$ cat src/rtl/spi_input_conditioner.sv
// SPI pin front end: synchronises and deglitches SCK, CS_N and data lanes,
// then decodes mode-dependent sample/shift strobes and chip-select framing.
module spi_input_conditioner #(
    parameter int   SYNC_STAGES = 2,
    parameter int   FILTER_LEN  = 2,
    parameter int   NUM_DATA    = 1,
    parameter logic CPOL        = 1'b0,
    parameter logic CPHA        = 1'b0
) (
    input  logic                clk,
    input  logic                rst,
    input  logic                sck,
    input  logic                cs_n,
    input  logic [NUM_DATA-1:0] sdi,
    output logic                sck_out,
    output logic                cs_n_out,
    output logic [NUM_DATA-1:0] sdi_out,
    output logic                sample_strobe,
    output logic                shift_strobe,
    output logic [NUM_DATA-1:0] sample_data,
    output logic                cs_start,
    output logic                cs_end
);

    localparam int NSIG = NUM_DATA + 2;
    localparam int CW   = $clog2(FILTER_LEN) + 1;

    // Bit 0 is SCK, bit 1 is CS_N, the rest are the data lanes.
    localparam logic [NSIG-1:0] RST_VAL = {{NUM_DATA{1'b0}}, 1'b1, CPOL};

    logic [NSIG-1:0]     w_raw;
    logic [NSIG-1:0]     w_filt;
    logic                w_sck_f;
    logic                w_cs_f;
    logic [NUM_DATA-1:0] w_sdi_f;
    logic                w_sck_edge;
    logic                w_lead;
    logic                w_trail;
    logic                w_samp;
    logic                w_shift;

    logic                r_sck_prev;
    logic                r_cs_prev;
    logic                r_sample_strobe;
    logic                r_shift_strobe;
    logic [NUM_DATA-1:0] r_sample_data;
    logic                r_cs_start;
    logic                r_cs_end;

    assign w_raw = {sdi, cs_n, sck};

    genvar g;
    generate
        for (g = 0; g < NSIG; g++) begin : g_sig
            logic [SYNC_STAGES-1:0] r_sync;
            logic [CW-1:0]          r_cnt;
            logic                   r_filt;
            logic                   w_synced;

            assign w_synced = r_sync[SYNC_STAGES-1];
            assign w_filt[g] = r_filt;

            // Metastability chain: shift the raw pin in at the LSB.
            always_ff @(posedge clk or posedge rst) begin
                if (rst) begin
                    r_sync <= {SYNC_STAGES{RST_VAL[g]}};
                end else begin
                    r_sync <= {r_sync[SYNC_STAGES-2:0], w_raw[g]};
                end
            end

            // Deglitch: adopt the synced value only after a run of disagreeing samples.
            always_ff @(posedge clk or posedge rst) begin
                if (rst) begin
                    r_cnt  <= '0;
                    r_filt <= RST_VAL[g];
                end else if (w_synced == r_filt) begin
                    r_cnt <= '0;
                end else if (r_cnt == CW'(FILTER_LEN - 1)) begin
                    r_filt <= w_synced;
                    r_cnt  <= '0;
                end else begin
                    r_cnt <= r_cnt + CW'(1);
                end
            end
        end
    endgenerate

    assign w_sck_f = w_filt[0];
    assign w_cs_f  = w_filt[1];
    assign w_sdi_f = w_filt[NSIG-1:2];

    assign w_sck_edge = (w_sck_f != r_sck_prev);
    assign w_lead     = w_sck_edge & (w_sck_f != CPOL);
    assign w_trail    = w_sck_edge & (w_sck_f == CPOL);
    assign w_samp     = CPHA ? w_trail : w_lead;
    assign w_shift    = CPHA ? w_lead : w_trail;

    // Edge decode: registered strobes, data capture and CS framing pulses.
    always_ff @(posedge clk or posedge rst) begin
        if (rst) begin
            r_sck_prev      <= CPOL;
            r_cs_prev       <= 1'b1;
            r_sample_strobe <= 1'b0;
            r_shift_strobe  <= 1'b0;
            r_sample_data   <= '0;
            r_cs_start      <= 1'b0;
            r_cs_end        <= 1'b0;
        end else begin
            r_sck_prev      <= w_sck_f;
            r_cs_prev       <= w_cs_f;
            r_sample_strobe <= w_samp & ~w_cs_f;
            r_shift_strobe  <= w_shift & ~w_cs_f;
            if (w_samp & ~w_cs_f) begin
                r_sample_data <= w_sdi_f;
            end
            r_cs_start <= r_cs_prev & ~w_cs_f;
            r_cs_end   <= ~r_cs_prev & w_cs_f;
        end
    end

    assign sck_out       = w_sck_f;
    assign cs_n_out      = w_cs_f;
    assign sdi_out       = w_sdi_f;
    assign sample_strobe = r_sample_strobe;
    assign shift_strobe  = r_shift_strobe;
    assign sample_data   = r_sample_data;
    assign cs_start      = r_cs_start;
    assign cs_end        = r_cs_end;

endmodule
$ cat config.mk
export PLATFORM = sky130hd
export DESIGN_NAME = spi_input_conditioner
export DESIGN_NICKNAME = d
export VERILOG_FILES = /design/src/rtl/spi_input_conditioner.sv
export SDC_FILE = /design/constraint.sdc
export NUM_CORES = 1
export LEC_CHECK = 0
export ABC_AREA = 1
export CAP_MARGIN = 20
export CORE_UTILIZATION = 44
export CTS_BUF_LIST = sky130_fd_sc_hd__clkbuf_16
export DETAILED_ROUTE_END_ITERATION = 16
export PLACE_DENSITY = 0.75
export REMOVE_ABC_BUFFERS = 1
export SYNTH_ARGS = -nofsm -noshare
export SYNTH_HDL_FRONTEND = slang
export SYNTH_SLANG_ARGS = --single-unit
$ cat constraint.sdc
create_clock -name clk -period 0.8 [get_ports clk]
set_input_delay 0.16 -clock clk [delete_from_list [all_inputs] [get_ports clk]]
set_output_delay 0.16 -clock clk [all_outputs]
set_load 0.03 [all_outputs]
# Word-level counts from Yosys, hierarchy flattened
# Cells that the tools add are included.
# totals
ff_bits	22
latch_bits	0
mem_bits_rw	0
mem_bits_ro	0
inputBits	5
out_inout_bits	8
n_memories	0
# op_classes
add_sub_neg	3
mul	0
div_mod_pow	0
n_lt_le_gt_ge	0
n_eq_ne	7
shift	0
muxes	6
bitwise_logic	12
n_reduce_logical	3
# op_table
operator	count
$mux 2	6
$add 2x1->2 const B	3
$and 1x1->1	6
$eq 2x1->1 const B	3
$not 1->1	6
$reduce_and 2->1	3
$eq 1x1->1	3
$ne 1x1->1	1

# Depth between registers and ports, before layout
# logic_depth
word_depth	3
ltp_mapped	5

# Worst setup path after synthesis
# OpenSTA, ideal clock, no wires.
# synth_timing
kind	register -> register
start	reg g_sig[1].r_filt, in the netlist cs_n_out
end	reg r_sample_data, in the netlist sample_data
setup_time_ns	0.066
arrival_ns	0.945
setup_slack_ns	-0.211
path_stages_with_launch	5
period_less_slack_ns	1.011
cell_sequence	dfstp_2 -> inv_1 -> nand3_1 -> nand2_1 -> nand2_1
# synth_via
elab_chain_len	2
# synth_rtl
item	line	source
start, declared	57	logic r_filt;
start signal, assigned	76	r_filt <= RST_VAL[g];
start signal, assigned	80	r_filt <= w_synced;
$not 1->1	114	if (w_samp & ~w_cs_f) begin
$and 1x1->1	114	
end signal, assigned	115	r_sample_data <= w_sdi_f;
end, declared	46	logic [NUM_DATA-1:0] r_sample_data;
# No other way between the ends.
# A chain may end at the register's enable or synchronous reset.

# Final worst setup path
# layout_timing
start	reg g_sig[1].r_filt, in the netlist cs_n_out
end	out cs_n_out
# layout_rtl
item	line	source
end, declared	16	output logic cs_n_out,
# No word-level cell between the ends.

==> results.md <==
- Outcome: finished, violations left
- Failing checks: negative setup slack
- Post-Syn Instances: 66
- Yosys cell types: 12
- DIE WIDTH: 43.5 µm
- #FFs+latches synth: 22
- Io pins: 13
- LEAKAGE: 0.568 nW
- Fin crit period: 1.08 ns
- HP Class: primary input to async pin
- Pwr Density: 4300 nW/µm²
- GPL Wtd Cong: 0.666
- Drt drc: 0
- Arrival time worst endpoint: 0.92 ns
- Die Height: 43.5 µm
- Fmax: 922 MHz
- Internal: 3.35 mW
- Worst-Skew Late Latency: 0.25 ns
- Final worst setup slack: -0.285 ns
- Worst-path fanout max: 2
- Clock Skew: 0.00123 ns
- CTS sink cnt: 22
- Final Util: 0.739
- CTS root buf: clkbuf_16
- First-pass GRT wire length: 2.26 mm
- Slowest-stage cell, CP: dfstp_2
- Worst Setup Path Type: flip-flop to output pin
- Row cnt: 14
- Synth Cell Area: 759 µm²
- CP Capture Type: output pin
- Layout cells sized above 1: 0.404
- Remaining Overflow, GRT: 0
- Die area: 1900 µm²
- Fin cells: 105
- Slew HR: 0.871
- Vias in the first global route: 546
- H-Tree Depth: 1
- Crit share post-route: 1.36
- Initial core utilization: 0.487
- Commonest non-fill, non-tap cells in the layout: dfrtp_1 (16), inv_1 (10), buf_6 (10)
- NetSw: 1.60 mW
- I/O Buffers: 12
- TritonCTS clock tree: yes
- Final hold vios: 0
- Mean area per synthesized cell: 11.5 µm²
- Hold Worst Slack: 0.229 ns
- Seq/Total Area, Yosys: 0.731
- Routed wire per std cell: 12.9 µm
- Final WL: 1.35 mm
- Combinational power share: 0.379
- Setup TNS: -2.84 ns
- First DRT Iteration DRCs: 5
- CTS Hold Bufs: 0
- CP max stage delay: 0.54 ns
- Worst Setup Start Kind: flip-flop
- Placed Cells incl. Taps: 96
- Flop-to-flop setup slack: -0.20 ns
- Via Count: 514
- Sw frac: 0.323
- Final Max Tran Viols: 0
- Cell chain of the critical path: buf_6
- Worst path top cell family by delay: flip-flops
- Total CTS buffers: 3
- GRT Overall Usage: 0.170
- Nets: 95
- Worst Path Required: 0.64 ns
- Clock group share of total power: 0.275
- Pin count of the biggest net entering global routing: 23
- Final setup violation count: 23
- Diode count: 0
- Area grow syn2layout: 51.7%
- Clock Path Buffers: 2
- Hpwl dp: 684 µm
- Vias per Instance: 4.90
- Commonest non-fill, non-tap cell in the layout: dfrtp_1
- Bufs and invs on worst path: 1
- First-pass iteration count of the detailed router: 4
- Post-route ant nets: 0
- VDD IR max: 0.00293 V
- Tightest Pin Transition: 0.193 ns
- RSZ-0062 raised after global routing: true
- Core Region: 1560 µm²
- Initial antenna violation count: 0
- Yosys warning count: 0
- CTS clk-pin slew, worst paths: 0.06 ns
- Number of max-cap violations: 0
- Sequential share of power: 0.346
==> worst paths after layout <==
kind / from / endpoint / cells after the start
max: cs_n_out$_DFFE_PP1P_ / cs_n_out / 1
min: rst / g_sig[0].r_sync[1]$_DFF_PP0_ / 3
max reg2reg: cs_n_out$_DFFE_PP1P_ / g_sig[1].r_cnt[0]$_DFF_PP0_ / 3
min reg2reg: g_sig[2].r_sync[0]$_DFF_PP0_ / g_sig[2].r_sync[1]$_DFF_PP0_ / 0
max in group asynchronous: rst / g_sig[1].r_sync[1]$_DFF_PP1_ / 3
min in group clk: cs_n / g_sig[1].r_sync[0]$_DFF_PP1_ / 1
==> sequential cells by signal, indices dropped and copies added (netlist names) <==
register,flops
sdi_out,1
cs_end,1
sck_out,1
sample_strobe,1
cs_start,1
g_sig.r_cnt,6
cs_n_out,1
r_sck_prev,1
sample_data,1
r_cs_prev,1
g_sig.r_sync,6
shift_strobe,1
==> stage by stage <==
| stage | worst slack (ns) | cell area (µm²) | total power [mW] |
|---|---|---|---|
| floorplan | -0.211 | 759 | 2.45 |
| global placement | -0.0836 | 907 | 2.87 |
| detailed placement | -0.0964 | 907 | 2.91 |
| CTS | -0.274 | 1110 | 4.75 |
| global route | -0.295 | 1150 | 5.18 |
| finish | -0.285 | 1150 | 4.95 |
==> logic make-up (layout without fill, tap and decap cells) <==
family                 Yosys count  after routing  synth area share
buffers and inverters           13             36            0.0643
flip-flops                      22             22             0.731
XOR/XNOR                         3              3            0.0346
AND/OR/NAND/NOR                 28             28             0.170
==> cell type report <==
cell class / count / area, µm²
multi-input combinational: 31 / 218
clock inverter: 1 / 30.0
inverter: 13 / 48.8
timing repair buffer: 19 / 203
clock buffer: 3 / 75.1
sequential: 22 / 558
fill: 96 / 407
tap: 16 / 20.0
==> Yosys cell counts <==
cell / count / share of area
nand3b_1: 3 / 0.030
nor2_1: 8 / 0.040
nand4_1: 1 / 0.0082
xnor2_1: 3 / 0.035
nand3_1: 1 / 0.0066
nor3_1: 1 / 0.0066
dfrtp_1: 18 / 0.59
or2_1: 2 / 0.016
dfstp_2: 4 / 0.14
nand2_1: 11 / 0.054
or2_0: 1 / 0.0082
inv_1: 13 / 0.064
==> layer usage <==
metal	routed length, µm	vias up	GRT usage
li1	-	241	-
met1	530	256	0.175
met2	758	15	0.287
met3	50	2	0.0500
met4	13	0	0.131
met5	0	-	0
==> power by group through the flow <==
stage,sequential [mW],combinational [mW],clock (mW)
final,1.71,1.88,1.36
after global routing,1.74,2.01,1.43
after CTS,1.69,1.66,1.39
after detailed placement,1.72,1.19,0
after global placement,1.70,1.16,0
after floorplan,2.05,0.402,0
==> repair_timing <==
item	4_1_cts	5_1_grt
pin swaps	6	1
buffers inserted	4	1
gates resized for setup	18	7
endpoints found under the setup margin	19	23
Note: power is estimated with default switching activity, not from simulation.
